[config.mk]
export PLATFORM = sky130hd
export DESIGN_NAME = id_ex_issue
export DESIGN_NICKNAME = d
export VERILOG_FILES = /design/src/rtl/id_ex_issue_pkg.sv /design/src/rtl/id_ex_issue_inst_decode.sv /design/src/rtl/id_ex_issue.sv
export SDC_FILE = /design/constraint.sdc
export NUM_CORES = 1
export LEC_CHECK = 0
export ABC_AREA = 0
export CAP_MARGIN = 10
export CORE_MARGIN = 2
export CORE_UTILIZATION = 42
export DETAILED_ROUTE_END_ITERATION = 8
export GPL_TIMING_DRIVEN = 0
export PLACE_DENSITY = 0.81
export SLEW_MARGIN = 20
export SYNTH_ARGS = -nofsm -noshare
export SYNTH_HDL_FRONTEND = slang
export SYNTH_SLANG_ARGS = --single-unit
[constraint.sdc]
create_clock -name clk -period 2.7 [get_ports clk]
set_clock_uncertainty 0.15 [all_clocks]
set_input_delay 0.27 -clock clk [delete_from_list [all_inputs] [get_ports clk]]
set_output_delay 0.27 -clock clk [all_outputs]
set_load 0.005 [all_outputs]
[src/rtl/id_ex_issue_pkg.sv]
// Shared decode constants and the ID/EX control bundle for the id_ex_issue stage.
// EXE_*_OP values are the ALU op encodings; EXE_NOP_OP must stay 8'h00 (reset value).
package id_ex_issue_pkg;

   localparam int unsigned XLEN = 32;
   localparam int unsigned OPW  = 8;

   localparam logic [7:0] EXE_NOP_OP   = 8'h00;
   localparam logic [7:0] EXE_AND_OP   = 8'h24;
   localparam logic [7:0] EXE_OR_OP    = 8'h25;
   localparam logic [7:0] EXE_XOR_OP   = 8'h26;
   localparam logic [7:0] EXE_NOR_OP   = 8'h27;
   localparam logic [7:0] EXE_ADD_OP   = 8'h20;
   localparam logic [7:0] EXE_ADDU_OP  = 8'h21;
   localparam logic [7:0] EXE_SUB_OP   = 8'h22;
   localparam logic [7:0] EXE_SUBU_OP  = 8'h23;
   localparam logic [7:0] EXE_SLT_OP   = 8'h2A;
   localparam logic [7:0] EXE_SLTU_OP  = 8'h2B;
   localparam logic [7:0] EXE_SLL_OP   = 8'h7C;
   localparam logic [7:0] EXE_SRL_OP   = 8'h02;
   localparam logic [7:0] EXE_SRA_OP   = 8'h03;
   localparam logic [7:0] EXE_SLLV_OP  = 8'h04;
   localparam logic [7:0] EXE_SRLV_OP  = 8'h06;
   localparam logic [7:0] EXE_SRAV_OP  = 8'h07;
   localparam logic [7:0] EXE_ANDI_OP  = 8'h59;
   localparam logic [7:0] EXE_ORI_OP   = 8'h5A;
   localparam logic [7:0] EXE_XORI_OP  = 8'h5B;
   localparam logic [7:0] EXE_LUI_OP   = 8'h5C;
   localparam logic [7:0] EXE_ADDI_OP  = 8'h55;
   localparam logic [7:0] EXE_ADDIU_OP = 8'h56;
   localparam logic [7:0] EXE_SLTI_OP  = 8'h57;
   localparam logic [7:0] EXE_SLTIU_OP = 8'h58;
   localparam logic [7:0] EXE_LW_OP    = 8'hE3;
   localparam logic [7:0] EXE_SW_OP    = 8'hEB;
   localparam logic [7:0] EXE_BEQ_OP   = 8'h51;

   localparam logic [5:0] OPC_RTYPE = 6'b000000;
   localparam logic [5:0] OPC_BEQ   = 6'b000100;
   localparam logic [5:0] OPC_ADDI  = 6'b001000;
   localparam logic [5:0] OPC_ADDIU = 6'b001001;
   localparam logic [5:0] OPC_SLTI  = 6'b001010;
   localparam logic [5:0] OPC_SLTIU = 6'b001011;
   localparam logic [5:0] OPC_ANDI  = 6'b001100;
   localparam logic [5:0] OPC_ORI   = 6'b001101;
   localparam logic [5:0] OPC_XORI  = 6'b001110;
   localparam logic [5:0] OPC_LUI   = 6'b001111;
   localparam logic [5:0] OPC_LW    = 6'b100011;
   localparam logic [5:0] OPC_SW    = 6'b101011;

   localparam logic [5:0] FN_SLL  = 6'b000000;
   localparam logic [5:0] FN_SRL  = 6'b000010;
   localparam logic [5:0] FN_SRA  = 6'b000011;
   localparam logic [5:0] FN_SLLV = 6'b000100;
   localparam logic [5:0] FN_SRLV = 6'b000110;
   localparam logic [5:0] FN_SRAV = 6'b000111;
   localparam logic [5:0] FN_ADD  = 6'b100000;
   localparam logic [5:0] FN_ADDU = 6'b100001;
   localparam logic [5:0] FN_SUB  = 6'b100010;
   localparam logic [5:0] FN_SUBU = 6'b100011;
   localparam logic [5:0] FN_AND  = 6'b100100;
   localparam logic [5:0] FN_OR   = 6'b100101;
   localparam logic [5:0] FN_XOR  = 6'b100110;
   localparam logic [5:0] FN_NOR  = 6'b100111;
   localparam logic [5:0] FN_SLT  = 6'b101010;
   localparam logic [5:0] FN_SLTU = 6'b101011;

   typedef struct packed {
      logic [XLEN-1:0] a;
      logic [XLEN-1:0] b;
      logic [OPW-1:0]  op;
      logic [4:0]      sa;
      logic            wr_en;
      logic [4:0]      wr_addr;
      logic            mem_rd;
      logic            mem_wr;
      logic [XLEN-1:0] store_data;
      logic            is_branch;
      logic            illegal;
   } issue_t;

endpackage

[src/rtl/id_ex_issue_inst_decode.sv]
// Purely combinational MIPS instruction decode into the ALU/writeback/memory control bundle.
module id_ex_issue_inst_decode
   import id_ex_issue_pkg::*;
(
   input  logic [31:0] i_instr,
   input  logic [31:0] i_rs_data,
   input  logic [31:0] i_rt_data,
   output logic [31:0] o_a,
   output logic [31:0] o_b,
   output logic [7:0]  o_op,
   output logic [4:0]  o_sa,
   output logic        o_wr_en,
   output logic [4:0]  o_wr_addr,
   output logic        o_mem_rd,
   output logic        o_mem_wr,
   output logic [31:0] o_store_data,
   output logic        o_is_branch,
   output logic        o_illegal
);

   logic [5:0]  w_opc;
   logic [5:0]  w_fn;
   logic [31:0] w_zext;
   logic [31:0] w_sext;
   logic        w_legal;
   logic        w_unused_rs;
   issue_t      w_dec;

   assign w_opc  = i_instr[31:26];
   assign w_fn   = i_instr[5:0];
   assign w_zext = {16'h0000, i_instr[15:0]};
   assign w_sext = {{16{i_instr[15]}}, i_instr[15:0]};
   // rs index is resolved by the register file upstream; only its data arrives here.
   assign w_unused_rs = ^i_instr[25:21];

   always_comb begin
      w_dec    = '0;
      w_dec.op = EXE_NOP_OP;
      w_legal  = 1'b1;
      if (w_opc == OPC_RTYPE) begin
         w_dec.a       = i_rs_data;
         w_dec.b       = i_rt_data;
         w_dec.sa      = i_instr[10:6];
         w_dec.wr_addr = i_instr[15:11];
         w_dec.wr_en   = 1'b1;
         case (w_fn)
            FN_AND:  w_dec.op = EXE_AND_OP;
            FN_OR:   w_dec.op = EXE_OR_OP;
            FN_XOR:  w_dec.op = EXE_XOR_OP;
            FN_NOR:  w_dec.op = EXE_NOR_OP;
            FN_ADD:  w_dec.op = EXE_ADD_OP;
            FN_ADDU: w_dec.op = EXE_ADDU_OP;
            FN_SUB:  w_dec.op = EXE_SUB_OP;
            FN_SUBU: w_dec.op = EXE_SUBU_OP;
            FN_SLT:  w_dec.op = EXE_SLT_OP;
            FN_SLTU: w_dec.op = EXE_SLTU_OP;
            FN_SLL:  w_dec.op = EXE_SLL_OP;
            FN_SRL:  w_dec.op = EXE_SRL_OP;
            FN_SRA:  w_dec.op = EXE_SRA_OP;
            FN_SLLV: w_dec.op = EXE_SLLV_OP;
            FN_SRLV: w_dec.op = EXE_SRLV_OP;
            FN_SRAV: w_dec.op = EXE_SRAV_OP;
            default: w_legal  = 1'b0;
         endcase
      end else begin
         w_dec.a       = i_rs_data;
         w_dec.b       = w_sext;
         w_dec.wr_addr = i_instr[20:16];
         w_dec.wr_en   = 1'b1;
         case (w_opc)
            OPC_ANDI:  begin w_dec.op = EXE_ANDI_OP; w_dec.b = w_zext; end
            OPC_ORI:   begin w_dec.op = EXE_ORI_OP;  w_dec.b = w_zext; end
            OPC_XORI:  begin w_dec.op = EXE_XORI_OP; w_dec.b = w_zext; end
            OPC_LUI:   begin w_dec.op = EXE_LUI_OP;  w_dec.b = w_zext; end
            OPC_ADDI:  w_dec.op = EXE_ADDI_OP;
            OPC_ADDIU: w_dec.op = EXE_ADDIU_OP;
            OPC_SLTI:  w_dec.op = EXE_SLTI_OP;
            OPC_SLTIU: w_dec.op = EXE_SLTIU_OP;
            OPC_LW: begin
               w_dec.op     = EXE_LW_OP;
               w_dec.mem_rd = 1'b1;
            end
            OPC_SW: begin
               w_dec.op         = EXE_SW_OP;
               w_dec.mem_wr     = 1'b1;
               w_dec.store_data = i_rt_data;
               w_dec.wr_en      = 1'b0;
            end
            OPC_BEQ: begin
               w_dec.op        = EXE_BEQ_OP;
               w_dec.b         = i_rt_data;
               w_dec.is_branch = 1'b1;
               w_dec.wr_en     = 1'b0;
            end
            default: w_legal = 1'b0;
         endcase
      end
      if (!w_legal) begin
         w_dec         = '0;
         w_dec.op      = EXE_NOP_OP;
         w_dec.illegal = 1'b1;
      end
      if (w_dec.wr_addr == 5'd0) w_dec.wr_en = 1'b0;
   end

   assign o_a          = w_dec.a;
   assign o_b          = w_dec.b;
   assign o_op         = w_dec.op;
   assign o_sa         = w_dec.sa;
   assign o_wr_en      = w_dec.wr_en;
   assign o_wr_addr    = w_dec.wr_addr;
   assign o_mem_rd     = w_dec.mem_rd;
   assign o_mem_wr     = w_dec.mem_wr;
   assign o_store_data = w_dec.store_data;
   assign o_is_branch  = w_dec.is_branch;
   assign o_illegal    = w_dec.illegal;

endmodule

[src/rtl/id_ex_issue.sv]
// ID/EX issue stage: decode plus a single valid/ready pipeline register with synchronous flush.
module id_ex_issue
   import id_ex_issue_pkg::*;
#(
   parameter int unsigned DATA_W = 32,
   parameter int unsigned OP_W   = 8
) (
   input  logic              clk,
   input  logic              rst_n,
   input  logic              flush,
   input  logic              in_valid,
   output logic              in_ready,
   input  logic [DATA_W-1:0] in_instr,
   input  logic [DATA_W-1:0] in_pc,
   input  logic [DATA_W-1:0] in_rs_data,
   input  logic [DATA_W-1:0] in_rt_data,
   output logic              out_valid,
   input  logic              out_ready,
   output logic [DATA_W-1:0] out_a,
   output logic [DATA_W-1:0] out_b,
   output logic [OP_W-1:0]   out_op,
   output logic [4:0]        out_sa,
   output logic              out_wr_en,
   output logic [4:0]        out_wr_addr,
   output logic              out_mem_rd,
   output logic              out_mem_wr,
   output logic [DATA_W-1:0] out_store_data,
   output logic              out_is_branch,
   output logic              out_illegal,
   output logic [DATA_W-1:0] out_pc
);

   issue_t            w_dec;
   issue_t            r_bundle;
   logic              r_valid;
   logic [DATA_W-1:0] r_pc;
   logic              w_load;

   id_ex_issue_inst_decode u_decode (
      .i_instr      (in_instr),
      .i_rs_data    (in_rs_data),
      .i_rt_data    (in_rt_data),
      .o_a          (w_dec.a),
      .o_b          (w_dec.b),
      .o_op         (w_dec.op),
      .o_sa         (w_dec.sa),
      .o_wr_en      (w_dec.wr_en),
      .o_wr_addr    (w_dec.wr_addr),
      .o_mem_rd     (w_dec.mem_rd),
      .o_mem_wr     (w_dec.mem_wr),
      .o_store_data (w_dec.store_data),
      .o_is_branch  (w_dec.is_branch),
      .o_illegal    (w_dec.illegal)
   );

   assign in_ready = !r_valid || out_ready;
   assign w_load   = in_valid && in_ready && !flush;

   // Flush only clears valid; payload may stay stale since nothing downstream reads it.
   always_ff @(posedge clk or negedge rst_n) begin
      if (!rst_n) begin
         r_valid  <= 1'b0;
         r_bundle <= '0;
         r_pc     <= '0;
      end else if (flush) begin
         r_valid <= 1'b0;
      end else if (w_load) begin
         r_valid  <= 1'b1;
         r_bundle <= w_dec;
         r_pc     <= in_pc;
      end else if (out_ready) begin
         r_valid <= 1'b0;
      end
   end

   assign out_valid      = r_valid;
   assign out_a          = r_bundle.a;
   assign out_b          = r_bundle.b;
   assign out_op         = r_bundle.op;
   assign out_sa         = r_bundle.sa;
   assign out_wr_en      = r_bundle.wr_en;
   assign out_wr_addr    = r_bundle.wr_addr;
   assign out_mem_rd     = r_bundle.mem_rd;
   assign out_mem_wr     = r_bundle.mem_wr;
   assign out_store_data = r_bundle.store_data;
   assign out_is_branch  = r_bundle.is_branch;
   assign out_illegal    = r_bundle.illegal;
   assign out_pc         = r_pc;

endmodule
==> impl_results.html, run 1 <==
<table>
<tr><th>Metric</th><th>Value</th></tr>
<tr><th colspan="2">Status</th></tr>
<tr><td>Outcome</td><td>finished clean</td></tr>
<tr><th colspan="2">Global routing</th></tr>
<tr><td>First-pass GRT wire length</td><td>31.1 mm</td></tr>
<tr><td>Grt ovf</td><td>0</td></tr>
<tr><td>Initial antenna violation count</td><td>0</td></tr>
<tr><td>GRT met1 Usage</td><td>0.315</td></tr>
<tr><td>Highest-utilization routing layer at the global route stage</td><td>met2</td></tr>
<tr><td>Number of global-route vias before repair</td><td>5826</td></tr>
<tr><td>Pin count of the biggest net entering global routing</td><td>79</td></tr>
<tr><td>Met2 layer usage reported by global route</td><td>0.406</td></tr>
<tr><td>Global Route Usage Sum</td><td>0.250</td></tr>
<tr><td>Met3 Use GR</td><td>0.0612</td></tr>
<tr><th colspan="2">Cells and area</th></tr>
<tr><td>Diode count</td><td>0</td></tr>
<tr><td>Fillcell total</td><td>1145</td></tr>
<tr><td>Finished Cell Area</td><td>0.00996 mm²</td></tr>
<tr><td>Core occupancy in the finished layout</td><td>0.683</td></tr>
<tr><td>Area growth syn-to-layout</td><td>58.3%</td></tr>
<tr><td>Number of standard cells in the layout, taps in and fillers out</td><td>1070</td></tr>
<tr><td>Sequential cell area</td><td>0.00380 mm²</td></tr>
<tr><td>Multi-input logic area</td><td>0.00227 mm²</td></tr>
<tr><td>Post-layout net count</td><td>1007</td></tr>
<tr><td>Share of final-layout standard cells stronger than drive strength 1</td><td>0.0993</td></tr>
<tr><th colspan="2">Critical path</th></tr>
<tr><td>Worst stage delay on the critical path</td><td>660 ps</td></tr>
<tr><td>CP endpoint kind</td><td>register</td></tr>
<tr><td>Critical-path top delay cell</td><td>clkdlybuf4s50_1</td></tr>
<tr><td>Kind of cell adding the most delay to the critical path</td><td>buffers and inverters</td></tr>
<tr><td>Buffers &amp; Inverters on Critical Path</td><td>3</td></tr>
<tr><td>Crit path required time</td><td>2870 ps</td></tr>
<tr><td>Type of element launching the critical path</td><td>input port</td></tr>
<tr><td>Critical Path Fanout Max</td><td>10</td></tr>
<tr><td>Critical Setup Path Class</td><td>in2reg</td></tr>
<tr><td>Chain of cells forming the critical path</td><td>clkdlybuf4s50_1, nor4_1, nor2b_1, buf_2, a311oi_4, clkbuf_1, a21oi_1, o21ai_0</td></tr>
<tr><td>Worst path arrival time</td><td>2670 ps</td></tr>
<tr><th colspan="2">Drt</th></tr>
<tr><td>DRT iter0 DRCs</td><td>354</td></tr>
<tr><td>Number of DRC violations after detailed routing</td><td>0</td></tr>
<tr><td>Mean routed wirelength per cell</td><td>18.6 µm</td></tr>
<tr><td>Length of the first detailed-routing pass in iterations</td><td>5</td></tr>
<tr><td>Vias per inst</td><td>5.30</td></tr>
<tr><td>Remaining number of nets flagged by the antenna check after routing</td><td>0</td></tr>
<tr><td>Routed wire length</td><td>19.9 mm</td></tr>
<tr><td>Via count</td><td>5666</td></tr>
<tr><th colspan="2">Timing</th></tr>
<tr><td>Setup repair after global routing missed its margin</td><td>true</td></tr>
<tr><td>Worst-Margin Slew</td><td>650 ps</td></tr>
<tr><td>Number of hold violations in the final report</td><td>0</td></tr>
<tr><td>Fmax achieved</td><td>0.401 GHz</td></tr>
<tr><td>Final count of negative-setup-slack endpoints</td><td>0</td></tr>
<tr><td>Clock period minus worst slack</td><td>2490 ps</td></tr>
<tr><td>Share of the cycle needed by the critical path after routing</td><td>0.923</td></tr>
<tr><td>Final hold slack</td><td>41.7 ps</td></tr>
<tr><td>Count of pins over their slew limit</td><td>0</td></tr>
<tr><td>Rel. slew slack</td><td>0.566</td></tr>
<tr><th colspan="2">Logic synthesis</th></tr>
<tr><td>Cell area after synthesis</td><td>0.00629 mm²</td></tr>
<tr><td>Synth Warn #</td><td>0</td></tr>
<tr><td>Top_reg_cell synth</td><td>dfrtp_1</td></tr>
<tr><td>FFs w/ async S/R, synth</td><td>1.00</td></tr>
<tr><td>Flops &amp; latches, synth</td><td>152</td></tr>
<tr><td>Share of synthesized area occupied by flip-flops and latches</td><td>0.604</td></tr>
<tr><td>Number of unique standard cell types used by synthesis</td><td>50</td></tr>
<tr><td>Synthesized area per cell</td><td>10.9 µm²</td></tr>
<tr><td>Number of flops mapped to enable cells by yosys</td><td>0</td></tr>
<tr><td>Post-Syn Nets</td><td>710</td></tr>
<tr><td>Mapped Cells</td><td>577</td></tr>
<tr><th colspan="2">Floorplan</th></tr>
<tr><td>Total core area</td><td>0.0146 mm²</td></tr>
<tr><td>Die extent in y</td><td>126 µm</td></tr>
<tr><td>Initial standard-cell utilization of the core</td><td>0.431</td></tr>
<tr><td>Die area</td><td>0.0160 mm²</td></tr>
<tr><td>Die span in x</td><td>126 µm</td></tr>
<tr><td>I/O Pins</td><td>286</td></tr>
<tr><td>Row count</td><td>44</td></tr>
<tr><th colspan="2">Power and ir drop</th></tr>
<tr><td>Total Power</td><td>0.00591 W</td></tr>
<tr><td>PD cells</td><td>593 mW/mm²</td></tr>
<tr><td>Peak supply drop</td><td>0.000418 V</td></tr>
<tr><td>Leak Pwr</td><td>4.42 nW</td></tr>
<tr><th colspan="2">Clocking</th></tr>
<tr><td>Number of buffers created by CTS</td><td>17</td></tr>
<tr><td>Worst skew pair latency</td><td>410 ps</td></tr>
<tr><td>Clock tree root driver cell</td><td>clkbuf_16</td></tr>
<tr><td>Buffer depth of the longest clock path</td><td>2</td></tr>
<tr><td>CTS tree</td><td>yes</td></tr>
<tr><td>Number of clock sinks</td><td>152</td></tr>
<tr><td>Clock slew at the register clock pins of the worst setup and hold paths</td><td>60 ps</td></tr>
<tr><td>Clock H-tree levels</td><td>4</td></tr>
<tr><th colspan="2">Place</th></tr>
<tr><td>Routability congestion estimate from global placement</td><td>0.866</td></tr>
<tr><td># port buffers</td><td>277</td></tr>
<tr><td>Placed Instance Area</td><td>0.00933 mm²</td></tr>
<tr><td>Post-detailed-placement half-perimeter wirelength</td><td>14.6 mm</td></tr>
<tr><td>DP Cell Count</td><td>1039</td></tr>
<tr><th colspan="2">Min path</th></tr>
<tr><td>Min-Delay Path Class</td><td>in2reg</td></tr>
<tr><th colspan="2">Flow run</th></tr>
<tr><td>Max Cap Viol</td><td>0</td></tr>
</table>
per-stage QoR:
stage                     setup TNS (ps)  worst slack (ps)
after global placement           -769570             -4950
final                                  0               208
after global routing                   0              15.7
after CTS                              0              58.0
after floorplan                        0               586
after detailed placement          -20930              -382
Yosys cell counts (3+ instances only):
master / count / area [µm²]
dfrtp_1: 152 / 3800
buf_2: 6 / 30.0
a22o_1: 44 / 385
a21oi_1: 24 / 120
nor2_1: 20 / 75.1
nand3b_1: 3 / 22.5
a221oi_1: 3 / 26.3
clkbuf_1: 25 / 93.8
buf_4: 3 / 22.5
o31ai_1: 4 / 30.0
buf_6: 6 / 67.6
inv_1: 6 / 22.5
nand2_1: 146 / 548
nor2b_1: 4 / 25.0
mux2i_1: 14 / 140
nor3_1: 4 / 20.0
o21ai_0: 47 / 235
a22o_2: 27 / 270
final timing paths:
kind	cells after the start	slack (ps)	to	start
setup reg to reg	6	370	out_pc[30]	out_valid
min in group asynchronous	2	280	out_store_data[24]	rst_n
max in group asynchronous	3	1320	out_pc[19]	rst_n
setup / recovery	8	210	out_b[29]	in_instr[29]
hold / removal	3	40	out_wr_addr[4]	in_instr[30]
hold reg to reg	2	320	out_is_branch	out_is_branch
per-layer routing:
| layer | wire length, µm | share of wire | up-vias |
|---|---|---|---|
| met5 | 0 | 0 | - |
| met2 | 9520 | 0.48 | 234 |
| li1 | - | - | 2628 |
| met1 | 8240 | 0.42 | 2766 |
| met4 | 693 | 0.035 | 0 |
| met3 | 1390 | 0.070 | 38 |
state kept, by name, indices dropped and copies added (netlist names):
| register | cells |
|---|---|
| out_is_branch | 1 |
| out_wr_addr | 5 |
| out_wr_en | 1 |
| out_mem_rd | 1 |
| out_op | 8 |
| out_pc | 32 |
| out_b | 32 |
| out_illegal | 1 |
| out_mem_wr | 1 |
| out_valid | 1 |
| out_a | 32 |
| out_sa | 5 |
| out_store_data | 32 |
cell families after synthesis:
family                   Yosys count  share of synthesized area
AO/OA/AOI/OAI                    169                      0.201
adder cells (fa/ha/maj)            1                    0.00159
buffers and inverters             46                     0.0376
flip-flops                       152                      0.604
multiplexers                      15                     0.0241
AND/OR/NAND/NOR                  194                      0.131
cells in the final DEF (no fill, tap or decap), types with 3 or more instances in the layout:
cell / synthesis / final
clkdlybuf4s50_1: 0 / 276
dfrtp_1: 152 / 152
nand2_1: 146 / 146
o21ai_0: 47 / 47
a22o_1: 44 / 44
a22o_2: 27 / 27
clkbuf_1: 25 / 24
a21oi_1: 24 / 24
nor2_1: 20 / 20
clkbuf_16: 0 / 17
mux2i_1: 14 / 14
inv_1: 6 / 6
buf_6: 6 / 6
buf_2: 6 / 6
nor2b_1: 4 / 4
nor3_1: 4 / 4
o31ai_1: 4 / 4
bufinv_16: 0 / 4
buf_4: 3 / 3
nand3b_1: 3 / 3
a221oi_1: 3 / 3
clkinv_2: 0 / 3
tightest hold or removal path, delay by kind of cell:
family	cells	cell delay (ps)
AO/OA/AOI/OAI	2	180
buffers and inverters	1	120
cell type report:
type	count	area share
multi-input cells	379	0.228
flip-flops and latches	152	0.382
clock inverters	12	0.0177
inverters	6	0.00226
plain buffers	39	0.0214
repair buffers	279	0.283
well taps	184	0.0231
clock buffers	19	0.0435
repair_timing:
action / in CTS / in global routing
hold buffers: 1 / 0
endpoints found under the setup margin: 0 / 50
gates resized for setup: 0 / 6
setup buffers: 0 / 0
endpoints found under the hold margin: 74 / 0
where the power goes:
part	internal [W]	switching, W	total, W
sequential	0.00243	0.0000832	0.00252
combinational	0.000543	0.000385	0.000927
clock	0.00154	0.000923	0.00246
total	0.00452	0.00139	0.00591
Power figures use the tool's default switching activity.
==> inputs of run 2 (changes only) <==
--- a/config.mk
+++ b/config.mk
@@ -12,6 +12,7 @@
 export DETAILED_ROUTE_END_ITERATION = 8
 export GPL_TIMING_DRIVEN = 0
 export PLACE_DENSITY = 0.81
+export SKIP_LAST_GASP = 1
 export SLEW_MARGIN = 20
 export SYNTH_ARGS = -nofsm -noshare
 export SYNTH_HDL_FRONTEND = slang
==> results of run 2 <==
Same layout as run 1: the final DEF is identical, and so are final timing and power.
